## src/rtl/bp_seq_pkg.sv

```systemverilog
// Shared opcodes, FSM state encoding and result constants for the Bus Pirate
// command sequencer.
package bp_seq_pkg;

  localparam logic [3:0] OP_NOP       = 4'h0;
  localparam logic [3:0] OP_PIN_WRITE = 4'h1;
  localparam logic [3:0] OP_PIN_DIR   = 4'h2;
  localparam logic [3:0] OP_PIN_READ  = 4'h3;
  localparam logic [3:0] OP_DELAY     = 4'h4;
  localparam logic [3:0] OP_XFER      = 4'h5;
  localparam logic [3:0] OP_XFER_WO   = 4'h6;
  localparam logic [3:0] OP_STATUS    = 4'h7;

  typedef enum logic [2:0] {
    ST_FETCH     = 3'd0,
    ST_EXEC      = 3'd1,
    ST_DELAY     = 3'd2,
    ST_XFER_WAIT = 3'd3,
    ST_PUSH      = 3'd4
  } seq_state_e;

  localparam logic [15:0] TIMEOUT_RESULT = 16'hFFFF;

endpackage

```

## src/rtl/seq_delay_timer.sv

```systemverilog
// Load/decrement down-counter with a zero flag; saturates at zero instead of
// wrapping. Serves both the DELAY opcode and the transfer watchdog.
module seq_delay_timer #(
  parameter int WIDTH = 12
) (
  input  logic             clock,
  input  logic             reset,
  input  logic             load_i,
  input  logic [WIDTH-1:0] load_val_i,
  input  logic             dec_i,
  output logic             zero_o
);

  logic [WIDTH-1:0] count_q, count_d;

  always_comb begin
    count_d = count_q;
    if (load_i) begin
      count_d = load_val_i;
    end else if (dec_i && (count_q != '0)) begin
      count_d = count_q - 1'b1;
    end
  end

  always_ff @(posedge clock) begin
    if (!reset) begin
      count_q <= '0;
    end else begin
      count_q <= count_d;
    end
  end

  assign zero_o = (count_q == '0);

endmodule

```

## src/rtl/bp_cmd_sequencer.sv

```systemverilog
// Pops 16-bit command words, drives pins / delays / byte engine in order and
// pushes read results. Define CMD_SEQ_TIMEOUT_EN to add the transfer watchdog.
module bp_cmd_sequencer #(
  parameter int BP_PINS        = 5,
  parameter int FIFO_WIDTH     = 16,
  parameter int TIMEOUT_CYCLES = 255
) (
  input  logic                  clock,
  input  logic                  reset,
  input  logic                  in_nempty,
  input  logic [FIFO_WIDTH-1:0] in_data,
  output logic                  in_pop,
  input  logic                  out_full,
  output logic                  out_shift,
  output logic [FIFO_WIDTH-1:0] out_data,
  output logic [BP_PINS-1:0]    pins_out,
  output logic [BP_PINS-1:0]    pins_dir,
  input  logic [BP_PINS-1:0]    pins_in,
  output logic                  xfer_start,
  output logic [7:0]            xfer_tx,
  input  logic                  xfer_done,
  input  logic [7:0]            xfer_rx,
  output logic                  busy,
  output logic                  error
);
  import bp_seq_pkg::*;

  seq_state_e            state_q;
  logic [FIFO_WIDTH-1:0] cmd_q;
  logic [FIFO_WIDTH-1:0] out_data_q;
  logic [BP_PINS-1:0]    pins_out_q;
  logic [BP_PINS-1:0]    pins_dir_q;
  logic [7:0]            xfer_tx_q;
  logic                  xfer_start_q;
  logic                  error_q;

  logic [3:0]  op;
  logic [3:0]  in_op;
  logic [11:0] operand;
  logic        timer_load;
  logic        timer_dec;
  logic        timer_zero;
  logic [11:0] timer_val;

  assign op      = cmd_q[15:12];
  assign operand = cmd_q[11:0];
  assign in_op   = in_data[15:12];

  // Handshakes are combinational so a show-ahead FIFO word is consumed in the same cycle.
  assign in_pop    = reset && (state_q == ST_FETCH) && in_nempty;
  assign out_shift = reset && (state_q == ST_PUSH) && !out_full;
  assign busy      = (state_q != ST_FETCH);

  assign out_data   = out_data_q;
  assign pins_out   = pins_out_q;
  assign pins_dir   = pins_dir_q;
  assign xfer_tx    = xfer_tx_q;
  assign xfer_start = xfer_start_q;
  assign error      = error_q;

  // One counter: DELAY loads operand-1, transfers load the watchdog limit.
  always_comb begin
    timer_val  = (op == OP_DELAY) ? (operand - 12'd1) : 12'(TIMEOUT_CYCLES - 1);
    timer_load = (state_q == ST_EXEC) && (op == OP_DELAY) && (operand != 12'd0);
    timer_dec  = (state_q == ST_DELAY);
`ifdef CMD_SEQ_TIMEOUT_EN
    if ((state_q == ST_EXEC) && ((op == OP_XFER) || (op == OP_XFER_WO))) begin
      timer_load = 1'b1;
    end
    if (state_q == ST_XFER_WAIT) begin
      timer_dec = 1'b1;
    end
`endif
  end

  seq_delay_timer #(.WIDTH(12)) u_timer (
    .clock      (clock),
    .reset      (reset),
    .load_i     (timer_load),
    .load_val_i (timer_val),
    .dec_i      (timer_dec),
    .zero_o     (timer_zero)
  );

  always_ff @(posedge clock) begin
    if (!reset) begin
      state_q      <= ST_FETCH;
      cmd_q        <= '0;
      out_data_q   <= '0;
      pins_out_q   <= '0;
      pins_dir_q   <= '1;
      xfer_tx_q    <= '0;
      xfer_start_q <= 1'b0;
      error_q      <= 1'b0;
    end else begin
      xfer_start_q <= 1'b0;
      case (state_q)
        ST_FETCH: begin
          if (in_nempty) begin
            cmd_q   <= in_data;
            state_q <= ST_EXEC;
            if ((in_op == OP_XFER) || (in_op == OP_XFER_WO)) begin
              xfer_tx_q    <= in_data[7:0];
              xfer_start_q <= 1'b1;
            end
          end
        end
        ST_EXEC: begin
          state_q <= ST_FETCH;
          case (op)
            OP_NOP:       ;
            OP_PIN_WRITE: pins_out_q <= cmd_q[BP_PINS-1:0];
            OP_PIN_DIR:   pins_dir_q <= cmd_q[BP_PINS-1:0];
            OP_PIN_READ: begin
              out_data_q <= {{(FIFO_WIDTH-BP_PINS){1'b0}}, pins_in};
              state_q    <= ST_PUSH;
            end
            OP_DELAY: begin
              if (operand != 12'd0) state_q <= ST_DELAY;
            end
            OP_XFER, OP_XFER_WO: state_q <= ST_XFER_WAIT;
            OP_STATUS: begin
              out_data_q <= {{(FIFO_WIDTH-1){1'b0}}, error_q};
              error_q    <= 1'b0;
              state_q    <= ST_PUSH;
            end
            default: error_q <= 1'b1;
          endcase
        end
        ST_DELAY: begin
          if (timer_zero) state_q <= ST_FETCH;
        end
        ST_XFER_WAIT: begin
          if (xfer_done) begin
            if (op == OP_XFER) begin
              out_data_q <= {{(FIFO_WIDTH-8){1'b0}}, xfer_rx};
              state_q    <= ST_PUSH;
            end else begin
              state_q <= ST_FETCH;
            end
          end
`ifdef CMD_SEQ_TIMEOUT_EN
          else if (timer_zero) begin
            error_q <= 1'b1;
            if (op == OP_XFER) begin
              out_data_q <= TIMEOUT_RESULT;
              state_q    <= ST_PUSH;
            end else begin
              state_q <= ST_FETCH;
            end
          end
`endif
        end
        ST_PUSH: begin
          if (!out_full) state_q <= ST_FETCH;
        end
        default: state_q <= ST_FETCH;
      endcase
    end
  end

endmodule

```

## config.mk

```make
export PLATFORM = sky130hd
export DESIGN_NAME = bp_cmd_sequencer
export DESIGN_NICKNAME = d
export VERILOG_FILES = /design/src/rtl/bp_seq_pkg.sv /design/src/rtl/seq_delay_timer.sv /design/src/rtl/bp_cmd_sequencer.sv
export SDC_FILE = /design/constraint.sdc
export NUM_CORES = 1
export LEC_CHECK = 0
export ABC_AREA = 1
export CAP_MARGIN = 20
export CORE_ASPECT_RATIO = 0.6
export CORE_MARGIN = 2
export CORE_UTILIZATION = 50
export DETAILED_ROUTE_END_ITERATION = 12
export PLACE_DENSITY = 0.8
export REMOVE_ABC_BUFFERS = 1
export SKIP_LAST_GASP = 1
export SYNTH_ARGS = -nofsm -noshare
export SYNTH_HDL_FRONTEND = slang
export SYNTH_SLANG_ARGS = --single-unit
```

## constraint.sdc

```tcl
create_clock -name clock -period 1.54 [get_ports clock]
set_input_delay 0.154 -clock clock [delete_from_list [all_inputs] [get_ports clock]]
set_output_delay 0.154 -clock clock [all_outputs]
set_load 0.02 [all_outputs]
```

==> flow_metrics.tcl, run 1 <==
set metrics [dict create \
    synth_cell_types 38 \
    worstRegToRegCells 10 \
    cp_data_required_time_ns 1.77 \
    ys_ff_latch 59 \
    dp_slack_ns -0.291 \
    skew_ns 0.0167 \
    syn_area_per_cell_um2 7.20 \
    rsz0062_at_grt "yes" \
    grt-ovfl-total 0 \
    fin_crit_sh 0.970 \
    design.die.area_um2 6950 \
    syn_inst 436 \
    final_max_slew_viol_count 0 \
    yosysTopAreaCell "dfxtp_1" \
    crit_type "flip-flop to flip-flop" \
    drv_cap 0 \
    ir_drop_v 0.000501 \
    layout-drive-gt1-share 0.216 \
    timing.critical_path.from "cmd_q[4]" \
    synth_area_leaders "dfxtp_1 (38%), nand2_1 (10%), nor2_1 (6.5%)" \
    wl_mm 8.80 \
    postLayoutCellArea_um2 4290 \
    detail_route.vias_per_cell 5.16 \
    antennaDiodeCount 0 \
    synth-async-reset-ratio 0 \
    nNetsFinal 569 \
    synth-main-ff-cell "dfxtp_1" \
    fmax_ghz 0.669 \
    gp_congestion 0.939 \
    core_area_um2 6080 \
    end_kind "flip-flop" \
    synth_warnings 0 \
    top_layer "met4" \
    area_delta_synth_final_pct 36.6 \
    grt_pass1_wl_mm 13.8 \
    dr.pass1.iters 5 \
    min_path_cells 3 \
    grt.total_usage 0.254 \
    route.detailed.drc 0 \
    io_pins 73 \
    antenna_found_initial 0 \
    met3_wirelength_um 689 \
    timing.rr.start "cmd_q[4]" \
    worst_skew_pair.late_latency_ns 0.35 \
    synthDominantCellAreaShare 0.376 \
    cts_buffers 9 \
    placed_area_um2 3980 \
    rows 22 \
    cp.arrival_ns 1.73 \
    dp_hpwl_mm 6.27 \
    clk_pin_slew_ns 0.09 \
    h-tree-depth 3 \
    finalHoldViolCount 0 \
    power_density_nw_per_um2 899 \
    hold_path_class "input port to flip-flop" \
    hold_slack_ns 0.389 \
    startpoint_type "flip-flop" \
    clkSinkCount 59 \
    drtAntennaViolNets 0 \
    finalSetupViolCount 0 \
    die_w_um 106 \
    cts-root-buf "clkbuf_8" \
    outcome "finished, final reports clean" \
    synth-edff-count 0 \
    drtIter0Drc 187 \
    ys_seq_area_frac 0.376 \
    routed-wl-met2_mm 3.82 \
    synth_common_cells "nand2_1 (87), dfxtp_1 (59), nor2_1 (54)" \
    crit_end "state_q[1]" \
    rr_endpoint "state_q[1]" \
    post-route-min-period_ns 1.49 \
    finalWorstSetupSlack_ns 0.0455 \
    initial_core_util 0.516 \
    grt_max_degree 42 \
    clockBufferDepth 2 \
    wl_per_cell_um 14.2 \
    cts_tree "yes" \
    synth_area_um2 3140 \
    io_buffers 64 \
    die_h_um 65.4 \
    p_leak_nw 1.93 \
    routed-via-count 3200 \
    synth.most_common_cell "nand2_1" \
    reg2reg_slack_ns 0.05 \
    cp_max_fo 4 \
    wl_met1_mm 4.12 \
    first_global_vias 2942 \
]
logic make-up after synthesis:
family	synth area share
buffers and inverters	0.102
AOI/OAI and AO/OA	0.172
and+or+nand+nor	0.301
xor gates and xnor gates	0.0307
adders and majority gates	0.0159
other	0.00120
DFF	0.376
repair_timing:
item | in CTS | in global routing
pin swaps | 1 | 10
hold buffers | 0 | 0
endpoints found under the setup margin | 4 | 17
buffers inserted | 2 | 4
resized for setup | 12 | 38
gates cloned | 0 | 1
metal layers:
metal | GRT usage | up-vias
li1 | - | 1586
met1 | 0.349 | 1469
met2 | 0.401 | 128
met3 | 0.0764 | 17
met4 | 0.0444 | 0
met5 | 0 | -
cell type report:
type | instances | area [um^2]
flip-flops and latches | 59 | 1190
clock inverters | 7 | 56.3
well taps | 84 | 105
fillers | 503 | 1800
inverters | 51 | 205
repair buffers | 95 | 871
multi-input cells | 315 | 1740
clock buffers | 9 | 124
cell usage in the layout (no fill, tap or decap), types with 4 or more instances in the layout:
cell / instances
clkbuf_8: 9
nand3_1: 26
nor2_1: 48
buf_4: 30
inv_2: 10
o21ai_0: 30
o211ai_1: 6
nand2_4: 6
nor2_4: 7
nand2_1: 84
o21ai_1: 9
nand3_2: 4
nor2_2: 9
conb_1: 8
dfxtp_1: 54
inv_1: 36
dfxtp_2: 4
inv_6: 5
clkdlybuf4s50_1: 60
a21oi_1: 35
xor2_1: 8
nand2_2: 5
where the power goes:
group          switching [mW]  internal (mW)
sequential             0.0611           1.60
combinational           0.516          0.364
clock                   0.710          0.605
worst min-delay path by stage:
stage	end	start
after floorplan	u_timer.count_q[10]	reset
after global placement	xfer_tx[2]	xfer_tx[2]
after detailed placement	xfer_tx[3]	xfer_tx[3]
after CTS	xfer_tx[4]	in_data[4]
after global routing	xfer_tx[5]	in_data[5]
final	xfer_tx[4]	in_data[4]
worst max-delay path: stages, from the launching register on:
cell	delay, ns
dfxtp_1	0.37
nor2_4	0.13
nand2_1	0.12
nor2_2	0.12
nand2_2	0.10
buf_4	0.17
buf_4	0.13
nand2_1	0.07
nand2_1	0.05
nand2_1	0.05
a31oi_1	0.06
registers in the layout (all words and copies together) (netlist names):
register,count
u_timer.count_q,12
xfer_start,1
out_data,8
cmd_q,16
pins_out,5
error,1
pins_dir,5
xfer_tx,8
state_q,3
per-stage QoR:
| step | TNS [ns] | power, mW | util | instances |
|---|---|---|---|---|
| after detailed placement | -0.522 | 2.51 | 0.654 | 597 |
| after floorplan | 0 | 2.17 | - | 424 |
| after global placement | -0.511 | 2.48 | 0.654 | 597 |
| after global routing | -0.370 | 4.04 | 0.705 | 620 |
| after CTS | 0 | 3.80 | 0.684 | 615 |
| final | 0 | 3.85 | 0.705 | 620 |
(Power assumes the default switching activity.)
==> run 2, diff against run 1 <==
--- a/config.mk
+++ b/config.mk
@@ -6,10 +6,12 @@
 export NUM_CORES = 1
 export LEC_CHECK = 0
 export ABC_AREA = 1
+export ABC_CLOCK_PERIOD_IN_PS = 1500
 export CAP_MARGIN = 20
 export CORE_ASPECT_RATIO = 0.6
 export CORE_MARGIN = 2
 export CORE_UTILIZATION = 50
+export CTS_CLUSTER_DIAMETER = 200
 export DETAILED_ROUTE_END_ITERATION = 12
 export PLACE_DENSITY = 0.8
 export REMOVE_ABC_BUFFERS = 1
==> constraint.sdc (replaced) <==
create_clock -name clock -period 1.5 [get_ports clock]
set_input_delay 0.15 -clock clock [delete_from_list [all_inputs] [get_ports clock]]
set_output_delay 0.15 -clock clock [all_outputs]
set_load 0.02 [all_outputs]
==> flow_metrics.tcl, run 2 (synthesis results as in run 1) <==
set metrics [dict create \
    outcome "complete, but fails checks" \
    failed_checks "negative setup slack" \
    cp_slowest_cell "dfxtp_2" \
    cp_data_required_time_ns 1.73 \
    top_register "cmd_q" \
    rsz0062_at_grt "yes" \
    end_kind "flip-flop" \
    die_h_um 65.4 \
    finalHoldViolCount 0 \
    gp_congestion 0.947 \
    multi_input_area_um2 1730 \
    h-tree-depth 3 \
    power_density_nw_per_um2 940 \
    grt-ovfl-total 0 \
    largest_reg_flops 16 \
    dp_slack_ns -0.338 \
    final_common_cell "nand2_1" \
    clkSinkCount 59 \
    cp.arrival_ns 1.75 \
    nFillCells 476 \
    hold_path_class "input port to flip-flop" \
    dp_hpwl_mm 6.23 \
    cpMostUsedCell "nand2_4" \
    io_pins 73 \
    routed-via-count 3265 \
    path_cells "buf_6 -> nor2_4 -> nand2_4 -> buf_6 -> nor2_4 -> nand2_4 -> nand2_4 -> clkinv_4 -> a21oi_2 -> nor2_1" \
    die_w_um 106 \
    clockBufferDepth 2 \
    io_buffers 64 \
    final_max_slew_viol_count 0 \
    dr.pass1.iters 5 \
    crit_type "flip-flop to flip-flop" \
    core_area_um2 6080 \
    wl_per_cell_um 14.2 \
    fmax_ghz 0.659 \
    critPathTopFamily "simple AND/OR/NAND/NOR gates" \
    register_area_um2 1190 \
    worst_skew_pair.late_latency_ns 0.35 \
    grt.total_usage 0.267 \
    design.die.area_um2 6950 \
    area_delta_synth_final_pct 41.0 \
    reg.largest.list "cmd_q (16), u_timer.count_q (12)" \
    most-common-layout-cells "nand2_1 (83), clkdlybuf4s50_1 (57), nor2_1 (52), dfxtp_1 (52), buf_4 (37)" \
    drv_cap 0 \
    grt_pass1_wl_mm 14.3 \
    finalSetupViolCount 7 \
    p_leak_nw 2.05 \
    startpoint_type "flip-flop" \
    fin_tns_setup_ns -0.0548 \
    antennaDiodeCount 0 \
    layout-drive-gt1-share 0.235 \
    grt_max_degree 42 \
    cts_buffers 9 \
    first_global_vias 3106 \
    nNetsFinal 580 \
    worst-path-buf-inv 3 \
    cp_max_fo 5 \
    fin_crit_sh 1.01 \
    drtIter0Drc 150 \
    finalWorstSetupSlack_ns -0.0182 \
    utilization 0.727 \
    antenna_found_initial 0 \
    rows 22 \
    ir_drop_v 0.000574 \
    cts-root-buf "clkbuf_8" \
    drtAntennaViolNets 0 \
    post-route-min-period_ns 1.52 \
    initial_core_util 0.516 \
    wl_mm 8.94 \
    route.detailed.drc 0 \
    detail_route.vias_per_cell 5.19 \
    clk_pin_slew_ns 0.07 \
    skew_ns 0.0140 \
    cpPeakStageDelay_ns 0.34 \
    cts_tree "yes" \
    hold_slack_ns 0.401 \
]
[run 2: changes by cell type in the layout (fill, tap and decap cells not counted), sizes merged]
cell and change:
bufinv +2, clkdlybuf4s50 -3, inv -5, dlygate4sd2 +1
clkbuf +1, dlymetal6s2s +2, buf +11, clkinvlp -1
clkdlybuf4s15 +1
[run 2: metrics by stage]
stage / cells / total power [mW] / area (um^2)
after CTS: 622 / 4.12 / 4280
after floorplan: 424 / 2.23 / 3040
after global placement: 601 / 2.56 / 4010
final: 629 / 4.16 / 4420
after global routing: 629 / 4.35 / 4420
after detailed placement: 601 / 2.58 / 4010
[run 2: tightest hold or removal path, cell delays in order]
cell and delay (ns):
clkdlybuf4s50_1 0.42, nand2_1 0.08, a21oi_1 0.06
[run 2: power by group]
group | internal (mW) | leakage [nW] | switching [mW]
sequential | 1.65 | 0.483 | 0.0664
combinational | 0.394 | 1.47 | 0.525
clock | 0.915 | 0.0992 | 0.610
[run 2: worst paths after layout]
| check | from | to | slack, ns | cells after the start |
|---|---|---|---|---|
| hold reg to reg | xfer_tx[7] | xfer_tx[7] | 0.47 | 2 |
| setup / recovery | state_q[2] | u_timer.count_q[6] | -0.02 | 10 |
| setup reg to reg | state_q[2] | u_timer.count_q[6] | -0.02 | 10 |
| hold / removal | in_data[14] | cmd_q[14] | 0.40 | 3 |
[run 2: layout make-up]
cell class / instances / share of cell area
clock buffers: 11 / 0.0297
clock inverters: 3 / 0.0147
inverters: 51 / 0.0464
multi-input cells: 315 / 0.391
flip-flops and latches: 59 / 0.269
well taps: 84 / 0.0238
repair buffers: 106 / 0.225
[run 2: what timing repair did]
action / 4_1_cts / 5_1_grt
hold buffers: 0 / 0
buffers inserted: 6 / 7
gates resized for setup: 22 / 34
pin swaps: 6 / 17
gates cloned: 1 / 0
endpoints found under the setup margin: 23 / 31
[run 2: routing by layer]
layer	part of all wire	GRT usage	vias to the layer above
met5	0	0	-
met4	0.013	0.0839	0
li1	-	-	1607
met3	0.087	0.0923	19
met2	0.44	0.398	139
met1	0.46	0.362	1500
==> run 3, diff against run 2 <==
--- a/config.mk
+++ b/config.mk
@@ -9,11 +9,12 @@
 export ABC_CLOCK_PERIOD_IN_PS = 1500
 export CAP_MARGIN = 20
 export CORE_ASPECT_RATIO = 0.6
-export CORE_MARGIN = 2
-export CORE_UTILIZATION = 50
+export CORE_MARGIN = 8
+export CORE_UTILIZATION = 45
 export CTS_CLUSTER_DIAMETER = 200
+export CTS_CLUSTER_SIZE = 25
 export DETAILED_ROUTE_END_ITERATION = 12
-export PLACE_DENSITY = 0.8
+export PLACE_DENSITY = 0.73
 export REMOVE_ABC_BUFFERS = 1
 export SKIP_LAST_GASP = 1
 export SYNTH_ARGS = -nofsm -noshare
==> flow_metrics.tcl, run 3 (synthesis results as in run 1) <==
set metrics [dict create \
    drtAntennaViolNets 0 \
    die_h_um 80.7 \
    multi_input_area_um2 1780 \
    io_buffers 64 \
    finalSetupViolCount 4 \
    grt.total_usage 0.183 \
    hold_slack_ns 0.413 \
    p_total_mw 4.56 \
    power_density_nw_per_um2 998 \
    dp.cells 605 \
    cts_buffers 9 \
    clk_pin_slew_ns 0.05 \
    initial_core_util 0.468 \
    dr.pass1.iters 5 \
    worst-path-buf-inv 3 \
    fin_crit_sh 1.01 \
    detail_route.vias_per_cell 5.09 \
    largest_reg_flops 16 \
    globalRouteMet1Util 0.252 \
    grt_max_degree 42 \
    first_global_vias 3008 \
    reg.largest.list "cmd_q (16), u_timer.count_q (12)" \
    grt_pass1_wl_mm 14.4 \
    cp_slowest_cell "dfxtp_2" \
    final_max_slew_viol_count 0 \
    io_pins 73 \
    p_leak_nw 2.07 \
    dp_hpwl_mm 6.53 \
    gp_congestion 0.874 \
    antenna_found_initial 0 \
    failed_checks "negative setup slack" \
    wl_mm 9.07 \
    cts_tree "yes" \
    critPathTopFamily "simple AND/OR/NAND/NOR gates" \
    clkSinkCount 59 \
    fmax_ghz 0.662 \
    rows 23 \
    gr-usage-met3 0.0798 \
    most-common-layout-cells "nand2_1 (83), clkdlybuf4s50_1 (59), dfxtp_1 (49)" \
    route.detailed.drc 0 \
    routed-via-count 3244 \
    register_area_um2 1190 \
    ir_drop_v 0.000596 \
    cp_max_fo 6 \
    area_delta_synth_final_pct 45.7 \
    drtIter0Drc 330 \
    end_kind "flip-flop" \
    grt-ovfl-total 0 \
    layout-drive-gt1-share 0.258 \
    design.die.area_um2 9990 \
    grtUsageMet2 0.253 \
    antennaDiodeCount 0 \
    outcome "complete, but fails checks" \
    top_usage_layer "met2" \
    cp_data_required_time_ns 1.76 \
    utilization 0.682 \
    rsz0062_at_grt "yes" \
    final_common_cell "nand2_1" \
    finalWorstSetupSlack_ns -0.0106 \
    cpPeakStageDelay_ns 0.34 \
    clockBufferDepth 2 \
    top_register "cmd_q" \
    cts_hold_buf 0 \
    post-route-min-period_ns 1.51 \
    finalNonFillerCells 637 \
    drv_cap 0 \
    core_area_um2 6710 \
    skew_ns 0.00457 \
    startpoint_type "flip-flop" \
    cp.arrival_ns 1.77 \
    finalHoldViolCount 0 \
    cts-root-buf "clkbuf_16" \
    die_w_um 124 \
    path_cells "buf_6 -> nor2_4 -> nand2_4 -> buf_6 -> nor2_4 -> nand2_4 -> nand2_4 -> nand2_1 -> o21ai_1 -> nand3_1 -> inv_1" \
    h-tree-depth 3 \
    crit_type "flip-flop to flip-flop" \
    cpMostUsedCell "nand2_4" \
    nFillCells 556 \
    nNetsFinal 583 \
    dp_slack_ns -0.359 \
    hold_path_class "input port to flip-flop" \
    worst_skew_pair.late_latency_ns 0.32 \
    wl_per_cell_um 14.2 \
]
## run 3: changes by cell type in the layout (fill, tap and decap cells not counted), moves of 3 or more
cell       change
clkbuf_16      +9
clkbuf_8       -7
buf_6          +5
nor2_1         -4
dfxtp_1        -3
dfxtp_2        +3
nand3_1        -3
## run 3: power breakdown
| group | internal (mW) | switching (mW) | total [mW] |
|---|---|---|---|
| Clock | 1.20 | 0.722 | 1.92 |
| Combinational | 0.393 | 0.530 | 0.923 |
| Sequential | 1.65 | 0.0674 | 1.72 |
## run 3: timing repair
item / 4_1_cts / 5_1_grt
setup endpoints to repair: 19 / 31
cloned: 1 / 1
pin swaps: 4 / 23
gates resized for setup: 23 / 51
buffers inserted: 7 / 7
## run 3: metrics by stage
step / setup TNS (ns) / area (um^2)
after floorplan: 0 / 3040
after global placement: -1.03 / 4020
after detailed placement: -1.44 / 4020
after CTS: -0.0563 / 4380
after global routing: -0.902 / 4570
final: -0.0288 / 4570
## run 3: final cells by class
class	count	area share
Tap cell	87	0.0238
Inverter	51	0.0454
Timing Repair Buffer	108	0.219
Timing Repair inverter	1	0.00137
Sequential cell	59	0.261
Clock inverter	4	0.00547
Multi-Input combinational cell	315	0.388
Clock buffer	12	0.0561
## run 3: worst register-to-register path, delay by kind of cell (launching register included)
family	cells	cell delay, ns
AOI/OAI and AO/OA	1	0.08
buffers and inverters	3	0.33
DFF	1	0.34
and+or+nand+nor	7	0.71
## run 3: worst paths after layout
kind,from,end,slack (ns),depth (start not counted)
setup / recovery,state_q[2],u_timer.count_q[0],-0.01,11
hold / removal,in_data[14],cmd_q[14],0.41,3
setup reg to reg,state_q[2],u_timer.count_q[0],-0.01,11
hold reg to reg,xfer_tx[7],xfer_tx[7],0.47,2
## run 3: routing by layer
metal  routed length, um  part of all wire
met1                4510              0.50
met2                3700              0.41
met3                 802             0.088
met4                  59            0.0065
met5                   0                 0
